File: config.mk
export PLATFORM = sky130hd
export DESIGN_NAME = digital_clock_hms
export DESIGN_NICKNAME = d
export VERILOG_FILES = /design/src/rtl/digital_clock_pkg.sv /design/src/rtl/mod_counter.sv /design/src/rtl/digital_clock_hms.sv
export SDC_FILE = /design/constraint.sdc
export NUM_CORES = 1
export LEC_CHECK = 0
export BUFFER_PORTS_ARGS = -buffer_cell sky130_fd_sc_hd__buf_2
export CORE_ASPECT_RATIO = 2
export CORE_MARGIN = 1
export CORE_UTILIZATION = 55
export DETAILED_ROUTE_END_ITERATION = 8
export PLACE_DENSITY = 0.91
export RECOVER_POWER = 25
export SKIP_LAST_GASP = 1
export SLEW_MARGIN = 40
export SYNTH_ARGS = -nofsm -noshare
export SYNTH_HDL_FRONTEND = slang
export SYNTH_SLANG_ARGS = --single-unit
File: constraint.sdc
create_clock -name clk -period 6 [get_ports clk]
set_input_delay 1.2 -clock clk [delete_from_list [all_inputs] [get_ports clk]]
set_output_delay 1.2 -clock clk [all_outputs]
set_load 0.1 [all_outputs]
File: src/rtl/digital_clock_pkg.sv
// Shared field widths, limits and the packed time-of-day struct for the HMS clock.
`timescale 1ns/1ps
package digital_clock_pkg;
  localparam int unsigned SEC_W  = 6;
  localparam int unsigned MIN_W  = 6;
  localparam int unsigned HOUR_W = 5;
  localparam logic [SEC_W-1:0] SEC_MAX = 6'd59;
  localparam logic [MIN_W-1:0] MIN_MAX = 6'd59;

  typedef struct packed {
    logic [HOUR_W-1:0] hours;
    logic [MIN_W-1:0]  minutes;
    logic [SEC_W-1:0]  seconds;
  } time_t;
endpackage

File: src/rtl/mod_counter.sv
// Modulo-N counter with synchronous load; wrap flags the enabled step from N-1 to 0.
`timescale 1ns/1ps
module mod_counter #(
  parameter int unsigned MODULUS = 60,
  parameter int unsigned W       = 6
) (
  input  logic         clk,
  input  logic         reset,
  input  logic         en,
  input  logic         load,
  input  logic [W-1:0] load_val,
  output logic [W-1:0] count,
  output logic         wrap
);
  assign wrap = en && (count == W'(MODULUS - 1));

  always_ff @(posedge clk) begin
    if (reset)
      count <= '0;
    else if (load)
      count <= load_val;
    else if (en)
      count <= wrap ? '0 : count + 1'b1;
  end
endmodule

File: src/rtl/digital_clock_hms.sv
// Hours/minutes/seconds clock with prescaler, validated load, day wrap and alarm pulses.
`timescale 1ns/1ps
module digital_clock_hms
  import digital_clock_pkg::*;
#(
  parameter int unsigned TICKS_PER_SEC = 100,
  parameter int unsigned HOURS_PER_DAY = 24
) (
  input  logic              clk,
  input  logic              reset,
  input  logic              run,
  input  logic              load,
  input  logic [HOUR_W-1:0] load_hours,
  input  logic [MIN_W-1:0]  load_minutes,
  input  logic [SEC_W-1:0]  load_seconds,
  input  logic              alarm_en,
  input  logic [HOUR_W-1:0] alarm_hours,
  input  logic [MIN_W-1:0]  alarm_minutes,
  output logic [SEC_W-1:0]  seconds,
  output logic [MIN_W-1:0]  minutes,
  output logic [HOUR_W-1:0] hours,
  output logic              sec_tick,
  output logic              day_tick,
  output logic              alarm,
  output logic              load_err
);
  localparam int unsigned PW = $clog2(TICKS_PER_SEC);

  logic [PW-1:0] presc;
  logic          load_ok, tick;
  logic          sec_wrap, min_wrap, hour_wrap;
  logic          alarm_hit;
  time_t         ld, now;
  logic [MIN_W-1:0]  next_min;
  logic [HOUR_W-1:0] next_hr;

  assign ld      = '{hours: load_hours, minutes: load_minutes, seconds: load_seconds};
  assign load_ok = load && (load_seconds <= SEC_MAX) && (load_minutes <= MIN_MAX)
                   && (load_hours < HOUR_W'(HOURS_PER_DAY));
  // Any load, even a rejected one, freezes the prescaler for that edge.
  assign tick    = run && !load && (presc == PW'(TICKS_PER_SEC - 1));

  mod_counter #(.MODULUS(60), .W(SEC_W)) u_sec (
    .clk(clk), .reset(reset), .en(tick), .load(load_ok),
    .load_val(ld.seconds), .count(now.seconds), .wrap(sec_wrap)
  );
  mod_counter #(.MODULUS(60), .W(MIN_W)) u_min (
    .clk(clk), .reset(reset), .en(sec_wrap), .load(load_ok),
    .load_val(ld.minutes), .count(now.minutes), .wrap(min_wrap)
  );
  mod_counter #(.MODULUS(HOURS_PER_DAY), .W(HOUR_W)) u_hour (
    .clk(clk), .reset(reset), .en(min_wrap), .load(load_ok),
    .load_val(ld.hours), .count(now.hours), .wrap(hour_wrap)
  );

  assign seconds = now.seconds;
  assign minutes = now.minutes;
  assign hours   = now.hours;

  // Alarm fires only on the tick that lands on hh:mm:00, i.e. when seconds wrap.
  assign next_min  = min_wrap ? '0 : now.minutes + 1'b1;
  assign next_hr   = hour_wrap ? '0 : (min_wrap ? now.hours + 1'b1 : now.hours);
  assign alarm_hit = alarm_en && sec_wrap && (next_min == alarm_minutes)
                     && (next_hr == alarm_hours);

  always_ff @(posedge clk) begin
    if (reset) begin
      presc    <= '0;
      sec_tick <= 1'b0;
      day_tick <= 1'b0;
      alarm    <= 1'b0;
      load_err <= 1'b0;
    end else begin
      sec_tick <= tick;
      day_tick <= hour_wrap;
      alarm    <= alarm_hit;
      load_err <= load && !load_ok;
      if (load_ok)
        presc <= '0;
      else if (run && !load)
        presc <= tick ? '0 : presc + 1'b1;
    end
  end
endmodule

==> flow_summary.yaml, run 1 <==
power:
  leakagePower_uw: 0.000787
  powerDensity_nw_per_um2: 221
  internal-power_uw: 274
  seqPwrFrac_pct: 47.0
  p_comb_share_pct: 30.1
  switching_share_pct: 38.7
  irDropWorstVdd_v: 0.000185
  p_clk_share_pct: 22.9
  power.switching_uw: 173
global_routing:
  grt_pass1_vias: 1845
  antenna_found_initial: 0
  grtUsageTotal_pct: 28.1
  grt_pass1_wl_um: 7520
  grt_overflow: 0
  grt_max_degree: 23
die:
  ioPinCount: 54
  rows: 28
  die_w_um: 41.8
  coreArea_um2: 2980
  initial_utilization_pct: 58.6
  dieArea_um2: 3410
  die_h_um: 81.6
worst_setup_path:
  reg2reg_slack_ps: 3480
  crit_slowest_cell: "nor4b_1"
  cp_cell_sequence: "clkbuf_1, nor4b_1, nand4_2, or3_1, xor2_1, o2bb2ai_1, nor4_2"
  crit_fanout: 13
  r2r_end: "alarm"
  crit_type: "in2reg"
  endpoint_kind: "register"
  cpPeakStageDelay_ps: 580
  critPathTopFamily: "simple AND/OR/NAND/NOR gates"
  arrival_ps: 3380
  cp-start-kind: "input pin"
  r2r_cells: 6
  required_ps: 6200
  critical_path_buf_inv_count: 1
  rr_startpoint: "presc[3]"
detailed_routing:
  antenna_left: 0
  wl_per_cell_um: 15.8
  drt_wl_total_um: 4690
  drt_iter0_drc: 62
  drt_drc_violations_left: 0
  drt-vias-per-instance: 6.29
  vias: 1862
  dr.pass1.iters: 7
timing:
  fmax_mhz: 315
  timing.final.max_slew_violations: 0
  worstMarginPinSlew_ps: 1170
  clock_skew_ps: 7.27
  rsz0062_at_grt: "false"
  fin_tns_setup_ps: 0
  setup_viol: 0
  hold_ws_ps: 493
  fin_crit_ps: 3180
  maxSlewHeadroom_pct: 22.4
  post-route-period-util_pct: 52.9
  hold_viol_final: 0
yosys:
  synth_fp_nets: 256
  synth_area_leaders: "dfxtp_1 32%, nor2_1 6.7%, nand2_1 4.3%, nor3_1 4.3%, xnor2_1 4.0%"
  syn_area_um2: 1740
  synth_largest_area_cell: "dfxtp_1"
  synth_flop_cell: "dfxtp_1"
  yosys_warnings: 0
  syn_avg_cell_area_um2: 7.96
  synth_edf_count: 0
  ys_seq_area_share_pct: 32.1
  synth_top_area_share_pct: 32.1
  synth-seq-cells: 28
  netlist_instances: 219
  synth.distinct_cells: 48
  async_reset_ff_share_pct: 0
finish:
  fin_util_pct: 67.9
  final_common_cell: "buf_2"
  nNetsFinal: 305
  final_cell_mix: "42 x buf_2, 31 x nor2_1, 28 x dfxtp_1, 20 x nand2_1, 15 x nor3_1"
  layout-drive-gt1-share_pct: 19.2
  final_area_um2: 2020
  nFillCells: 275
  synthToLayoutAreaGrowth_pct: 16.0
  n_antenna_cell: 0
placed_design:
  globalplace.congestion: 0.979
  postPlaceCellArea_um2: 2010
  port_buffers: 53
  dp_hpwl_um: 3580
clocking:
  htreeDepth: 1
  numCtsBuffers: 3
  cts_tree: "yes"
  hold_buffers: 0
  root_buffer: "clkbuf_8"
  clockBufferDepth: 2
  cts_setup_buffers: 0
  clk_pin_slew_ps: 90
  post_cts_resized: 0
  cts_sinks: 28
  clock_latency_ps: 280
worst_hold_path:
  min_to: "presc[1]"
  hp-start: "presc[1]"
  min_path_type: "reg2reg"
  hold-path-cell-count: 2
job:
  maxCapViolCount: 0
run_status:
  status: "finished clean"
[Yosys cell counts (4+ instances only)]
cell type,number
a31oi_1,4
nand2b_1,6
nand3_1,9
xor2_1,8
ha_1,4
and3_1,4
o21ai_0,5
a21oi_1,11
dfxtp_1,28
nand2_1,20
xnor2_1,8
a211oi_1,6
nor2_1,31
nor3_1,15
clkbuf_1,7
[sequential cells by signal, summed over array words and instances, names as in the netlist]
register      cells
day_tick          1
presc             7
u_hour.count      5
sec_tick          1
u_sec.count       6
alarm             1
u_min.count       6
load_err          1
[kinds of logic after synthesis]
| family | after synthesis | share of synthesized area (%) |
|---|---|---|
| and+or+nand+nor | 112 | 34.4 |
| AOI/OAI and AO/OA | 46 | 18.5 |
| DFF | 28 | 32.1 |
| xor gates and xnor gates | 16 | 8.03 |
| buffers and inverters | 10 | 2.30 |
| adders and majority gates | 4 | 2.87 |
| muxes | 3 | 1.79 |
[worst register-to-register path, stage by stage, from the launching register on]
cell and delay, ps:
dfxtp_1 350, nor4b_1 630, nand4_2 420, or3_1 500
xor2_1 160, o2bb2ai_1 130, nor4_2 250
[per-stage QoR]
step	setup slack, ps	power (uW)	cells
floorplan	3120	316	219
global placement	3000	347	293
detailed placement	2900	349	293
CTS	3190	449	296
global route	2680	463	296
finish	2820	446	296
[power by group through the flow]
stage          logic [uW]  registers, uW  clock network (uW)
4_1_cts               136            209                 104
2_1_floorplan        42.3            273                   0
5_1_grt               142            211                 110
3_5_place_dp          135            214                   0
6_report              134            210                 102
3_3_place_gp          134            213                   0
[area by class of cell]
cell class              instances  area [um^2]  area share (%)
clock buffers                   3         41.3            2.04
flip-flops and latches         28          561            27.7
well taps                      30         37.5            1.86
multi-input cells             181         1130            55.8
repair buffers                 53          251            12.4
inverters                       1         3.75           0.186
[how the worst max path moves through the flow]
stage | from | to | slack (ps) | cells after the start
detailed placement | load | alarm | 2900 | 7
finish | load | alarm | 2820 | 7
CTS | load | alarm | 3190 | 7
global placement | load | alarm | 3000 | 7
global route | load | alarm | 2680 | 7
floorplan | u_min.count[0] | alarm | 3120 | 7
[routing by layer]
metal	routed length, um	part of all wire (%)	vias up	GRT usage, %
met5	0	0	-	0
met3	291	6.2	15	3.52
li1	-	-	903	-
met4	149	3.2	0	18.1
met1	1670	36	857	26.1
met2	2580	55	87	55.5
Note: power is estimated with default switching activity, not from simulation.
==> inputs of run 2 (changes only) <==
--- a/config.mk
+++ b/config.mk
@@ -8,9 +8,9 @@
 export BUFFER_PORTS_ARGS = -buffer_cell sky130_fd_sc_hd__buf_2
 export CORE_ASPECT_RATIO = 2
 export CORE_MARGIN = 1
-export CORE_UTILIZATION = 55
+export CORE_UTILIZATION = 51
 export DETAILED_ROUTE_END_ITERATION = 8
-export PLACE_DENSITY = 0.91
+export PLACE_DENSITY = 0.86
 export RECOVER_POWER = 25
 export SKIP_LAST_GASP = 1
 export SLEW_MARGIN = 40
==> constraint.sdc (replaced) <==
create_clock -name clk -period 3.3 [get_ports clk]
set_input_delay 0.66 -clock clk [delete_from_list [all_inputs] [get_ports clk]]
set_output_delay 0.66 -clock clk [all_outputs]
set_load 0.1 [all_outputs]
==> run 2 against run 1 <==
Net effect: largest power group unchanged; sequential share of layout area fell by 0.41 points; routed wire length fell by 1.0%; the run now ends with DRC left; design area rose by 1.5%; cell count rose by 0.68%; count of clock-buffer cells in the layout rose by 1; highest routed layer unchanged; critical path depth did not move; clock power rose by 110%.
==> flow_summary.yaml, run 2 (synthesized netlist as in run 1, its figures left out) <==
timing:
  fin_tns_setup_ps: 0
  worstMarginPinSlew_ps: 1170
  fin_crit_ps: 2350
  setup_viol: 0
  rsz0062_at_grt: "false"
  fmax_mhz: 426
  maxSlewHeadroom_pct: 22.6
  hold_viol_final: 0
  clock_skew_ps: 5.75
  timing.final.max_slew_violations: 0
  hold_ws_ps: 502
  post-route-period-util_pct: 71.1
clocking:
  clock_latency_ps: 280
  cts_tree: "yes"
  htreeDepth: 1
  numCtsBuffers: 3
  root_buffer: "clkbuf_8"
  cts_setup_buffers: 0
  post_cts_resized: 0
  hold_buffers: 0
  cts_sinks: 28
  clockBufferDepth: 2
  clk_pin_slew_ps: 100
run_status:
  violations: "DRC"
  status: "finished, violations left"
detailed_routing:
  drt_drc_violations_left: 6
  wl_per_cell_um: 15.6
  drt_iter0_drc: 50
  drt_wl_total_um: 4640
  dr.pass1.iters: 6
  drt-vias-per-instance: 6.18
  antenna_left: 0
  vias: 1843
worst_setup_path:
  cp_cell_sequence: "ha_1, and4b_1, nand4_2, or3_1, xor2_1, o2bb2ai_1, nor4_2"
  required_ps: 3500
  path_depth: 7
  arrival_ps: 2540
  r2r_cells: 7
  crit_fanout: 13
  critPathTopFamily: "simple AND/OR/NAND/NOR gates"
  crit_type: "reg2reg"
  r2r_end: "alarm"
  cpPeakStageDelay_ps: 500
  critical_path_buf_inv_count: 0
  reg2reg_slack_ps: 950
  cp-start-kind: "register"
  worstSetupEndpoint: "alarm"
  rr_startpoint: "presc[0]"
  startpoint: "presc[0]"
  endpoint_kind: "register"
  crit_slowest_cell: "or3_1"
power:
  internal-power_uw: 523
  irDropWorstVdd_v: 0.000341
  switching_share_pct: 37.9
  p_comb_share_pct: 29.1
  p_clk_share_pct: 25.7
  leakagePower_uw: 0.000800
  power.switching_uw: 320
  seqPwrFrac_pct: 45.3
  powerDensity_nw_per_um2: 411
die:
  coreArea_um2: 3230
  die_h_um: 84.7
  initial_utilization_pct: 54.0
  rows: 29
  dieArea_um2: 3670
  die_w_um: 43.4
  ioPinCount: 54
global_routing:
  grt_max_degree: 23
  grt_pass1_wl_um: 7610
  grtUsageTotal_pct: 27.0
  antenna_found_initial: 0
  grt_pass1_vias: 1789
  grt_overflow: 0
finish:
  stdcell_count: 298
  nNetsFinal: 305
  regMostFlops: "presc"
  layout-drive-gt1-share_pct: 19.9
  largest_reg_flops: 7
  nFillCells: 307
  final_area_um2: 2050
  top_regs: "presc x7, u_min.count x6, u_sec.count x6"
  n_antenna_cell: 0
  synthToLayoutAreaGrowth_pct: 17.7
  final_common_cell: "buf_2"
  final_cell_mix: "42 x buf_2, 31 x nor2_1, 28 x dfxtp_1, 20 x nand2_1, 15 x nor3_1"
job:
  maxCapViolCount: 0
placed_design:
  postPlaceCellArea_um2: 2010
  port_buffers: 53
  numPlacedInstances: 294
  globalplace.congestion: 0.880
  dp_hpwl_um: 3530
worst_hold_path:
  hold-path-cell-count: 2
  min_path_type: "reg2reg"
[run 2: how the worst min path moves through the flow]
stage	start	end	slack, ps
final	presc[1]	presc[1]	500
after global routing	presc[1]	presc[1]	540
after CTS	presc[1]	presc[1]	500
after detailed placement	presc[1]	presc[1]	480
after global placement	presc[1]	presc[1]	460
after floorplan	presc[1]	presc[1]	450
[run 2: power groups by stage]
stage	registers [uW]	clock network [uW]	logic (uW)
after floorplan	497	0	77.0
final	382	216	245
after global placement	388	0	244
after CTS	381	219	247
after global routing	385	232	258
after detailed placement	389	0	246
[run 2: through the flow]
stage | utilization, % | setup slack, ps | total power (uW)
2_1_floorplan | - | 416 | 574
3_3_place_gp | 62.3 | 794 | 631
3_5_place_dp | 62.3 | 732 | 635
4_1_cts | 64.0 | 970 | 846
5_1_grt | 63.6 | 762 | 874
6_report | 63.6 | 955 | 843
[run 2: area by class of cell]
class | instances | area (um^2) | area share (%)
clock buffers | 4 | 55.1 | 2.68
multi-input cells | 181 | 1140 | 55.7
inverters | 1 | 3.75 | 0.183
well taps | 31 | 38.8 | 1.89
repair buffers | 53 | 251 | 12.2
flip-flops and latches | 28 | 561 | 27.3
[run 2: routing by layer]
layer / routed length [um] / vias up / GRT usage (%)
li1: - / 906 / -
met1: 1760 / 851 / 28.3
met2: 2560 / 76 / 48.3
met3: 225 / 10 / 3.23
met4: 95 / 0 / 16.5
met5: 0 / - / 0
[run 2: worst reg2reg max path, delay by kind of cell, from the launching register on]
family | cells | cell delay [ps]
XOR/XNOR | 1 | 160
adder cells (fa/ha/maj) | 1 | 190
flip-flops | 1 | 400
AND/OR/NAND/NOR | 4 | 1390
AO/OA/AOI/OAI | 1 | 130
